==> config.mk <==
export PLATFORM = sky130hd
export DESIGN_NAME = hazard_scoreboard
export DESIGN_NICKNAME = d
export VERILOG_FILES = /design/src/rtl/hazard_pkg.sv /design/src/rtl/hazard_src_match.sv /design/src/rtl/hazard_scoreboard.sv
export SDC_FILE = /design/constraint.sdc
export NUM_CORES = 1
export LEC_CHECK = 0
export ABC_AREA = 1
export CAP_MARGIN = 15
export CORE_MARGIN = 5
export CORE_UTILIZATION = 42
export CTS_CLUSTER_DIAMETER = 200
export CTS_CLUSTER_SIZE = 40
export DETAILED_ROUTE_END_ITERATION = 12
export PLACE_DENSITY_LB_ADDON = 0.12
export SLEW_MARGIN = 20
export SYNTH_ARGS = -nofsm -noshare
export SYNTH_HDL_FRONTEND = slang
export SYNTH_SLANG_ARGS = --single-unit
==> constraint.sdc <==
create_clock -name clk -period 4.4 [get_ports clk]
set_clock_uncertainty 0.05 [all_clocks]
set_input_delay 1.1 -clock clk [delete_from_list [all_inputs] [get_ports clk]]
set_output_delay 1.1 -clock clk [all_outputs]
set_load 0.05 [all_outputs]
==> src/rtl/hazard_pkg.sv <==
// Shared types and helpers for the hazard scoreboard.
// The tag destination field is sized for the largest supported register file
// (REG_W_MAX bits); narrower register numbers are zero-extended into it.
package hazard_pkg;

  localparam int REG_W_MAX = 8;

  // Stage indices of the tracked pipeline after issue.
  localparam int STG_EX  = 0;
  localparam int STG_MEM = 1;
  localparam int STG_WB  = 2;

  typedef struct packed {
    logic                 valid;
    logic [REG_W_MAX-1:0] dst;
    logic                 late;
  } hz_tag_t;

  // Register-number width for a register file of nreg entries.
  function automatic int reg_w(input int nreg);
    return (nreg > 1) ? $clog2(nreg) : 1;
  endfunction

endpackage

==> src/rtl/hazard_src_match.sv <==
// Per-source hazard lookup: youngest-first search of the tag array, then the
// outstanding long op. Produces a forward hit, a RAW stall or neither.
module hazard_src_match
  import hazard_pkg::*;
#(
  parameter int XLEN     = 32,
  parameter int REG_W    = 5,
  parameter int NSTAGE   = 3,
  parameter int LD_STAGE = 1
) (
  input  logic                   used,
  input  logic [REG_W-1:0]       src,
  input  hz_tag_t [NSTAGE-1:0]   tags,
  input  logic [NSTAGE*XLEN-1:0] stage_result,
  input  logic                   long_busy,
  input  logic [REG_W-1:0]       long_dst,
  input  logic                   long_done,
  input  logic [XLEN-1:0]        long_result,
  output logic                   hit,
  output logic                   stall,
  output logic [XLEN-1:0]        value
);

  logic [REG_W_MAX-1:0] src_ext;
  logic                 found;

  assign src_ext = REG_W_MAX'(src);

  // Priority lookup: the first matching stage wins, the long op is the fallback.
  always_comb begin
    // NOTE: every output gets a default before any branch so no latch is inferred.
    hit   = 1'b0;
    stall = 1'b0;
    value = '0;
    found = 1'b0;
    if (used && (src != '0)) begin
      for (int i = 0; i < NSTAGE; i++) begin
        if (!found && tags[i].valid && (tags[i].dst == src_ext)) begin
          found = 1'b1;
          if (tags[i].late && (i < LD_STAGE)) begin
            stall = 1'b1;
          end else begin
            hit   = 1'b1;
            value = stage_result[i*XLEN +: XLEN];
          end
        end
      end
      if (!found && long_busy && (long_dst == src)) begin
        if (long_done) begin
          hit   = 1'b1;
          value = long_result;
        end else begin
          stall = 1'b1;
        end
      end
    end
  end

endmodule

==> src/rtl/hazard_scoreboard.sv <==
// Hazard scoreboard: tracks in-flight destination tags over NSTAGE stages plus
// one long-latency op, forwards operands or stalls decode.
// Optional feature: define HAZARD_PERF_CNT_EN to build the stall/forward
// performance counters; otherwise both counter ports are tied to zero.
module hazard_scoreboard
  import hazard_pkg::*;
#(
  parameter  int XLEN     = 32,
  parameter  int NREG     = 32,
  parameter  int NSTAGE   = 3,
  parameter  int NSRC     = 2,
  parameter  int LD_STAGE = 1,
  localparam int REG_W    = reg_w(NREG)
) (
  input  logic                   clk,
  input  logic                   rst,
  input  logic                   issue_valid,
  input  logic [NSRC*REG_W-1:0]  issue_src,
  input  logic [NSRC-1:0]        issue_src_used,
  input  logic [REG_W-1:0]       issue_dst,
  input  logic                   issue_wr,
  input  logic                   issue_late,
  input  logic                   issue_long,
  input  logic                   flush,
  input  logic                   hold,
  input  logic [NSTAGE*XLEN-1:0] stage_result,
  input  logic                   long_done,
  input  logic [XLEN-1:0]        long_result,
  output logic                   stall_out,
  output logic [NSRC-1:0]        fwd_hit,
  output logic [NSRC*XLEN-1:0]   fwd_value,
  output logic                   long_busy,
  output logic [31:0]            perf_stall_cnt,
  output logic [31:0]            perf_fwd_cnt
);

  hz_tag_t [NSTAGE-1:0] tag_q;
  hz_tag_t              new_tag;
  logic                 long_busy_q;
  logic [REG_W-1:0]     long_dst_q;
  logic [NSRC-1:0]      raw_stall;
  logic                 waw_stall;
  logic                 struct_stall;
  logic                 accept;

  // Per-source lookups.
  for (genvar k = 0; k < NSRC; k++) begin : g_src
    hazard_src_match #(
      .XLEN     (XLEN),
      .REG_W    (REG_W),
      .NSTAGE   (NSTAGE),
      .LD_STAGE (LD_STAGE)
    ) u_match (
      .used         (issue_src_used[k]),
      .src          (issue_src[k*REG_W +: REG_W]),
      .tags         (tag_q),
      .stage_result (stage_result),
      .long_busy    (long_busy_q),
      .long_dst     (long_dst_q),
      .long_done    (long_done),
      .long_result  (long_result),
      .hit          (fwd_hit[k]),
      .stall        (raw_stall[k]),
      .value        (fwd_value[k*XLEN +: XLEN])
    );
  end

  // Stall decision and acceptance are purely combinational from state and inputs.
  always_comb begin
    waw_stall     = issue_wr && long_busy_q && !long_done && (issue_dst == long_dst_q);
    struct_stall  = issue_long && long_busy_q && !long_done;
    stall_out     = issue_valid && ((|raw_stall) || waw_stall || struct_stall);
    accept        = issue_valid && !stall_out && !flush && !hold;
    new_tag.valid = accept && issue_wr && !issue_long && (issue_dst != '0);
    new_tag.dst   = REG_W_MAX'(issue_dst);
    new_tag.late  = accept && issue_late;
  end

  // Tag pipeline: shift one stage per clock unless frozen by hold.
  always_ff @(posedge clk or posedge rst) begin
    if (rst) begin
      // NOTE: the tag array is small and its valid bits gate every lookup, so it is reset in full.
      tag_q <= '0;
    end else if (!hold) begin
      // NOTE: non-blocking assignments make every stage take its predecessor's pre-edge value.
      tag_q[0] <= new_tag;
      for (int i = 1; i < NSTAGE; i++) begin
        tag_q[i] <= tag_q[i-1];
      end
    end
  end

  // Long op tracking: a new long accept wins over a same-cycle completion.
  always_ff @(posedge clk or posedge rst) begin
    if (rst) begin
      long_busy_q <= 1'b0;
      long_dst_q  <= '0;
    end else if (accept && issue_long) begin
      long_busy_q <= 1'b1;
      long_dst_q  <= issue_dst;
    end else if (long_done) begin
      long_busy_q <= 1'b0;
    end
  end

  assign long_busy = long_busy_q;

`ifdef HAZARD_PERF_CNT_EN
  logic [31:0] stall_cnt_q;
  logic [31:0] fwd_cnt_q;

  // Saturating performance counters.
  always_ff @(posedge clk or posedge rst) begin
    if (rst) begin
      stall_cnt_q <= '0;
      fwd_cnt_q   <= '0;
    end else begin
      if (stall_out && (stall_cnt_q != '1)) stall_cnt_q <= stall_cnt_q + 32'd1;
      if (accept && (|fwd_hit) && (fwd_cnt_q != '1)) fwd_cnt_q <= fwd_cnt_q + 32'd1;
    end
  end

  assign perf_stall_cnt = stall_cnt_q;
  assign perf_fwd_cnt   = fwd_cnt_q;
`else
  assign perf_stall_cnt = '0;
  assign perf_fwd_cnt   = '0;
`endif

endmodule

# After elaboration in Yosys (flattened, before gate mapping)
# Cells that the tools add are included.
dict set report word_totals {
  word_cells 115
  in_bits 154
  ff_bits 25
}
dict set report classes {
  mux 49
  eq_ne 9
  n_reduce_logical 48
}
# operator n
set op_table {}
lappend op_table {{32-bit 2-to-1 mux} 13}
lappend op_table {{5-bit == test} 9}
lappend op_table {{1-bit 2-to-1 mux} 36}
lappend op_table {{1-bit logical AND} 30}
lappend op_table {{5-bit nonzero test} 3}
lappend op_table {{1-bit logical NOT} 11}
lappend op_table {{1-bit logical OR} 2}
lappend op_table {{2-bit nonzero test} 1}
lappend op_table {{2-bit OR reduction} 1}

# Depth between registers and ports, before layout
# Gate-level depths: netlist of run 1.
dict set report depth {
  ltp_word 30
  ltp_mapped 15
}

# Cells and area by module
# Synthesis of run 1 repeated with hierarchy kept, for this count alone.
dict set report hier_totals {
  cells_unflattened 1137
  hier_area_um2 5843.1
}
# module area_per_inst_um2 n_inst cells_per_inst
set modules_own_cells {}
lappend modules_own_cells {hazard_src_match 2052.0 2 454}
lappend modules_own_cells {hazard_scoreboard 1739.2 1 229}

# Worst setup path before layout of run 1
# OpenSTA, ideal clock, no wires.
dict set report synth_path {
  kind {in2out}
  startpoint {input port issue_src[7]}
  endpoint {output port fwd_value[62]}
  t_required_ns 3.250
  arrival_time_ns 3.002
  path_slack_ns 0.248
  cell_stages 10
  path_cell_list {buf_2 -> inv_1 -> nand2_1 -> nand2_1 -> nor2_1 -> nand3_1 -> nor2_2 -> clkbuf_1 -> nand2_1 -> a41oi_1}
}
dict set report synth_between {
  elab_chain_cells 19
}
# element line
set synth_lines {}
lappend synth_lines {{start: declaration} hazard_scoreboard.sv:18} ;# input logic [NSRC*REG_W-1:0] issue_src,
lappend synth_lines {{5-bit == test} hazard_src_match.sv:38} ;# if (!found && tags[i].valid && (tags[i].dst == src_ext)) begin
lappend synth_lines {{1-bit logical AND} hazard_src_match.sv:38}
lappend synth_lines {{1-bit 2-to-1 mux} hazard_src_match.sv:38}
lappend synth_lines {{1-bit 2-to-1 mux} hazard_src_match.sv:36} ;# if (used && (src != '0)) begin
lappend synth_lines {{1-bit logical NOT} hazard_src_match.sv:38}
lappend synth_lines {{1-bit logical AND (2 in a row)} hazard_src_match.sv:38}
lappend synth_lines {{1-bit 2-to-1 mux} hazard_src_match.sv:38}
lappend synth_lines {{1-bit 2-to-1 mux} hazard_src_match.sv:36}
lappend synth_lines {{1-bit logical NOT} hazard_src_match.sv:38}
lappend synth_lines {{1-bit logical AND (2 in a row)} hazard_src_match.sv:38}
lappend synth_lines {{1-bit 2-to-1 mux} hazard_src_match.sv:38}
lappend synth_lines {{1-bit 2-to-1 mux} hazard_src_match.sv:36}
lappend synth_lines {{1-bit logical NOT} hazard_src_match.sv:48} ;# if (!found && long_busy && (long_dst == src)) begin
lappend synth_lines {{1-bit logical AND (2 in a row)} hazard_src_match.sv:48}
lappend synth_lines {{32-bit 2-to-1 mux} hazard_src_match.sv:48}
lappend synth_lines {{32-bit 2-to-1 mux *} hazard_src_match.sv:36}
lappend synth_lines {{end: declaration} hazard_scoreboard.sv:31} ;# output logic [NSRC*XLEN-1:0] fwd_value,
# Every way passes the cells marked *; elsewhere a longest branch is shown, timed or not. The select of a mux whose other input is x is not followed.

# Worst setup path in the final report of run 1
dict set report layout_path {
  startpoint {input port issue_src[4]}
  endpoint {output port fwd_value[13]}
}
# The elaborated chain is that of the path after synthesis.

==> impl_metrics.tcl, run 1 <==
set metrics [dict create \
    period_share_pct 95.2 \
    max_stage_delay_ns 0.33 \
    wirelength_um 21700 \
    cpMostUsedCell "nand2_1" \
    dr.pass1.iters 9 \
    ant_nets 0 \
    track_usage_pct 29.4 \
    rsz0062_at_grt "no" \
    area_delta_synth_final_pct 70.7 \
    synth.avg_cell_area_sq_um 5.60 \
    regToRegSetupSlack_ns 2.27 \
    grt_max_degree 41 \
    routabilityCongestion 0.998 \
    layoutNonFillerInstCount 1213 \
    synth-simple-area-share_pct 28.6 \
    maxCapViolCount 0 \
    cts_max_path_buffers 2 \
    worst_slew_pin_slew_ns 1.00 \
    yosys.cell_types.count 30 \
    cp_slowest_cell "dlygate4sd2_1" \
    fin_nets 1228 \
    finalSetupViolCount 0 \
    pre_cts_ws_ns -0.108 \
    cp.arrival_ns 3.04 \
    design_area_sq_um 8070 \
    yosys.cell_count.top_type "nand2_1" \
    drive_gt1_share_pct 14.7 \
    critPathTopFamily "buffers and inverters" \
    route.detailed.drc 0 \
    cts_hold_buf 0 \
    die_area_sq_um 13500 \
    drv_slew 0 \
    std_cell_rows 38 \
    synth_compound_area_share_pct 30.4 \
    crit_buf_inv 6 \
    outcome "finished clean" \
    ys_async_sr_fraction_pct 100 \
    power.leakage_nw 4.13 \
    setup_slack_ns 0.210 \
    diodes 0 \
    grt_pass1_wl_um 31700 \
    via_per_inst 5.37 \
    totalPowerFinal_mw 1.05 \
    required_ns 3.25 \
    vias 6513 \
    synth.mux.area_fraction_pct 0 \
    synth_top_family_by_area "compound AO/OA/AOI/OAI gates" \
    synth_edf_count 0 \
    io-pin-count 286 \
    setup_tns_ns 0 \
    portBuffers 221 \
    maxSlewHeadroom_pct 33.0 \
    die_h_um 116 \
    crit_fanout 15 \
    synth_top_cell_area_share_pct 15.9 \
    synth_xor_area_share_pct 0.926 \
    synthCells 844 \
    crit_chain "dlygate4sd2_1 -> inv_2 -> nand2_1 -> nand2_1 -> nor2_1 -> nand3_1 -> clkinv_1 -> buf_4 -> a32o_1 -> o21ai_1 -> inv_1 -> buf_12" \
    placed_area_sq_um 7890 \
    die_w_um 116 \
    synth_seq_cells 25 \
    htreeDepth 1 \
    yosysTopAreaCell "nand2_1" \
    hold_violations 0 \
    antenna_found_initial 0 \
    critPathKind "in -> out" \
    start_util_pct 43.2 \
    clk_latency_ns 0.26 \
    core_sq_um 10900 \
    synth_adder_area_share_pct 0 \
    ys_seq_area_share_pct 13.2 \
    dpl.hpwl_um 17200 \
    min_period_ns 4.19 \
    fmax_mhz 239 \
    dp_cells 1207 \
    vdd_drop_max_mv 0.229 \
    synthFlopType "dfrtp_1" \
    powerDensity_nw_per_um2 130 \
    critical_path.startpoint_type "primary input" \
    min_path_type "reg -> reg" \
    synth.top_cells.by_count "nand2_1 (200), inv_1 (129), buf_4 (69), a21oi_1 (66), nor2_1 (60)" \
    dr.first_iter.drc_count 707 \
    grt_pass1_vias 5934 \
    yosys_warnings 0 \
    root_buffer "clkbuf_16" \
    synth_area_sq_um 4730 \
    critPathCaptureType "primary output" \
    grt_overflow_total 0 \
    cts.sinks 25 \
    yosys-top-cells-area "nand2_1 (16%), dfrtp_1 (13%), buf_4 (11%), inv_1 (10%), a21oi_1 (7.0%)" \
    clk_pin_slew_ns 0.07 \
    wire_per_inst_um 17.9 \
    cts_tree "done" \
    cts_made_buffers 3 \
]
final timing paths:
kind	startpoint	to	depth (start not counted)
worst max-delay path	issue_src[4]	fwd_value[13]	12
min in group asynchronous	rst	tag_q[29]$_DFFE_PP0N_	2
worst min register to register	tag_q[3]$_DFFE_PP0N_	tag_q[3]$_DFFE_PP0N_	2
worst min-delay path	tag_q[3]$_DFFE_PP0N_	tag_q[3]$_DFFE_PP0N_	2
max in group asynchronous	rst	tag_q[0]$_DFFE_PP0N_	2
worst max register to register	tag_q[2]$_DFFE_PP0N_	tag_q[0]$_DFFE_PP0N_	14
logic make-up (layout without fill, tap and decap cells):
family / Yosys count / count (layout)
AOI/OAI and AO/OA: 228 / 228
DFF: 25 / 25
and+or+nand+nor: 327 / 327
xor gates and xnor gates: 5 / 5
other: 1 / 64
buffers and inverters: 258 / 424
timing repair:
action                     CTS  global route
pin swaps                    0             3
buffers inserted             0             1
setup endpoints to repair    9            67
gates resized for setup      3            21
gates cloned                 0             1
power by group:
part / internal, mW / switching (mW) / total (mW) / leakage [nW]
Sequential: 0.255 / 0.0360 / 0.291 / 0.318
Combinational: 0.213 / 0.331 / 0.544 / 3.77
Clock: 0.126 / 0.0892 / 0.215 / 0.0415
Total: 0.594 / 0.456 / 1.05 / 4.13
layout make-up:
cell class / count / area [sq um]
clock buffer: 3 / 75.1
clock inverter: 1 / 8.76
fill: 902 / 2870
inverter: 141 / 529
multi-input combinational: 624 / 3110
sequential: 25 / 626
tap: 140 / 175
timing repair buffer: 279 / 3550
worst min-delay path, delay by kind of cell, from the launching register on:
family	cells	cell delay [ns]
AO/OA/AOI/OAI	1	0.06
AND/OR/NAND/NOR	1	0.06
flip-flops	1	0.36
through the flow:
step / hold WS [ns] / util, %
after floorplan: 0.403 / -
after global placement: 0.427 / 72.2
after detailed placement: 0.445 / 72.2
after CTS: 0.463 / 73.0
after global routing: 0.521 / 73.8
final: 0.464 / 73.8
layout by cell type, fill, tap and decap left out:
master and n:
nand2_1 198, clkdlybuf4s50_1 144, inv_1 128, buf_12 82
a21oi_1 66, conb_1 64, nor2_1 57, o21ai_0 53
nand3_1 44, buf_4 41, o21ai_1 37, a32o_1 32
o2111ai_1 29, dfrtp_1 25, inv_2 12, dlymetal6s2s_1 9
nand4_1 8, nand2_2 5, nor2_2 5, xnor2_1 4
nor3_1 4, clkbuf_16 4, o211ai_1 3, nor2_4 3
o22ai_1 3, nand3_2 2, a31oi_1 2, clkinv_1 1
xor2_1 1, a41oi_1 1, nor3_4 1, a41oi_2 1
a32oi_1 1, inv_6 1, dlygate4sd2_1 1, buf_6 1
registers in the layout (all words and copies together), names as in the netlist:
register / count
long_dst_q: 5
long_busy: 1
tag_q: 19
metal layers:
layer  global-route usage [%]  wire length [um]  vias to the layer above
li1                         -                 -                     3115
met1                     39.6              8460                     2910
met2                     50.4             10400                      424
met3                     2.90              2040                       64
met4                     7.89               791                        0
met5                        0                 0                        -
Power figures use the tool's default switching activity.
==> inputs of run 2 (changes only) <==
--- a/config.mk
+++ b/config.mk
@@ -13,6 +13,7 @@
 export CTS_CLUSTER_SIZE = 40
 export DETAILED_ROUTE_END_ITERATION = 12
 export PLACE_DENSITY_LB_ADDON = 0.12
+export REMOVE_ABC_BUFFERS = 1
 export SLEW_MARGIN = 20
 export SYNTH_ARGS = -nofsm -noshare
 export SYNTH_HDL_FRONTEND = slang
==> run 2 against run 1 <==
Utilization down 0.49 points; sequential power about the same; global-route usage is 0.053 points lower; fmax is 0.19% higher; largest power group unchanged; highest routed layer unchanged.
==> impl_metrics.tcl, run 2 (synthesis gave the netlist of run 1 again) <==
set metrics [dict create \
    critical_path.startpoint_type "primary input" \
    outcome "finished clean" \
    grt_max_degree 55 \
    dpl.hpwl_um 17300 \
    finalSetupViolCount 0 \
    std_cell_rows 38 \
    critPathLaunch "issue_src[7]" \
    cts_max_path_buffers 2 \
    vias 6597 \
    required_ns 3.25 \
    layoutNonFillerInstCount 1220 \
    die_w_um 116 \
    core_sq_um 10900 \
    cpMostUsedCell "nand2_1" \
    hold_violations 0 \
    start_util_pct 43.2 \
    clk_pin_slew_ns 0.07 \
    post_cts_buffers 0 \
    maxCapViolCount 0 \
    period_share_pct 95.1 \
    nFillCells 947 \
    cp.arrival_ns 3.03 \
    crit_buf_inv 8 \
    drv_slew 0 \
    critPathTopFamily "buffers and inverters" \
    rr_startpoint "tag_q[4]$_DFFE_PP0N_" \
    largest_reg_flops 19 \
    cts.sinks 25 \
    wl_met3_um 2020 \
    htreeDepth 1 \
    clk_latency_ns 0.27 \
    powerDensity_nw_per_um2 131 \
    grt_overflow_total 0 \
    cp_slowest_cell "dlygate4sd2_1" \
    critPathCaptureType "primary output" \
    io-pin-count 286 \
    dp_cells 1212 \
    grt_pass1_wl_um 31800 \
    rsz0062_at_grt "no" \
    portBuffers 221 \
    mostFrequentLayoutCell "nand2_1" \
    cts_tree "done" \
    crit_chain "dlygate4sd2_1 -> inv_1 -> nand2_1 -> nand2_1 -> nor2_1 -> nand3_1 -> nand2_1 -> buf_4 -> inv_1 -> nand2_1 -> buf_12 -> buf_4 -> o21ai_1 -> o21ai_0 -> inv_1 -> buf_12" \
    die_area_sq_um 13500 \
    crit_fanout 16 \
    maxUsedRoutingLayer "met4" \
    vdd_drop_max_mv 0.170 \
    min_path_type "reg -> reg" \
    wire_per_inst_um 17.6 \
    cts_made_buffers 3 \
    max_stage_delay_ns 0.38 \
    hold_start "tag_q[3]$_DFFE_PP0N_" \
    top_register "tag_q" \
    drive_gt1_share_pct 14.4 \
    die_h_um 116 \
    fin_nets 1231 \
    wl_met2_um 10100 \
    area_delta_synth_final_pct 69.5 \
    maxSlewHeadroom_pct 34.2 \
    most-common-layout-cells "nand2_1 (200), clkdlybuf4s50_1 (144), inv_1 (128)" \
    wirelength_um 21400 \
    track_usage_pct 29.4 \
    min_period_ns 4.18 \
    worst_slew_pin_slew_ns 0.985 \
    power.leakage_nw 4.13 \
    dr.pass1.iters 7 \
    routabilityCongestion 0.964 \
    via_per_inst 5.41 \
    antenna_found_initial 3 \
    cts_hold_buf 0 \
    critPathKind "in -> out" \
    dr.first_iter.drc_count 688 \
    grt_pass1_vias 5982 \
    root_buffer "clkbuf_16" \
    wl_met1_um 8400 \
    ant_nets 0 \
    totalPowerFinal_mw 1.05 \
    route.detailed.drc 0 \
    fmax_mhz 239 \
]
run 2: worst paths after layout:
kind	slack, ns	depth (start not counted)	to
worst max-delay path	0.22	16	fwd_value[45]
worst min-delay path	0.44	2	tag_q[3]$_DFFE_PP0N_
worst max register to register	2.15	14	long_dst_q[3]$_DFFE_PP0P_
worst min register to register	0.44	2	tag_q[3]$_DFFE_PP0N_
max in group asynchronous	2.39	2	tag_q[24]$_DFFE_PP0N_
min in group asynchronous	1.31	2	tag_q[4]$_DFFE_PP0N_
run 2: layer usage:
metal | GRT usage [%] | up-vias
li1 | - | 3138
met1 | 38.9 | 2990
met2 | 49.4 | 416
met3 | 3.47 | 53
met4 | 10.3 | 0
met5 | 0 | -
run 2: what timing repair did:
item | in CTS | in global routing
resized for setup | 3 | 10
endpoints found under the hold margin | 0 | 0
setup endpoints to repair | 5 | 67
run 2: where the power goes:
group	switching (mW)	leakage (nW)	internal, mW	total (mW)
clock network	0.0943	0.0415	0.126	0.220
logic	0.327	3.77	0.208	0.535
registers	0.0367	0.318	0.255	0.292
total	0.458	4.13	0.589	1.05
run 2: layout make-up:
class	instances	area [sq um]	area share, %
multi-input cells	624	3080	38.4
clock inverters	1	8.76	0.109
flip-flops and latches	25	626	7.81
diodes	4	10.0	0.125
well taps	140	175	2.19
clock buffers	3	75.1	0.937
inverters	141	529	6.60
repair buffers	282	3510	43.8
run 2: worst reg2reg max path, delay by kind of cell, from the launching register on:
family / cells / cell delay, ns
simple gates: 9 / 0.94
compound gates: 1 / 0.11
buf+inv: 4 / 0.63
flops: 1 / 0.43
run 2: metrics by stage:
step                      worst slack, ns  setup TNS [ns]  hold slack [ns]  area [sq um]  utilization [%]
after floorplan                    -0.534           -3.36            0.402          4230                -
after global placement            -0.0165         -0.0165            0.426          7890             72.2
after detailed placement          -0.0254         -0.0324            0.428          7890             72.2
after CTS                         0.00503               0            0.445          7980             73.0
after global routing               0.0382               0            0.513          8010             73.3
final                               0.218               0            0.436          8020             73.3
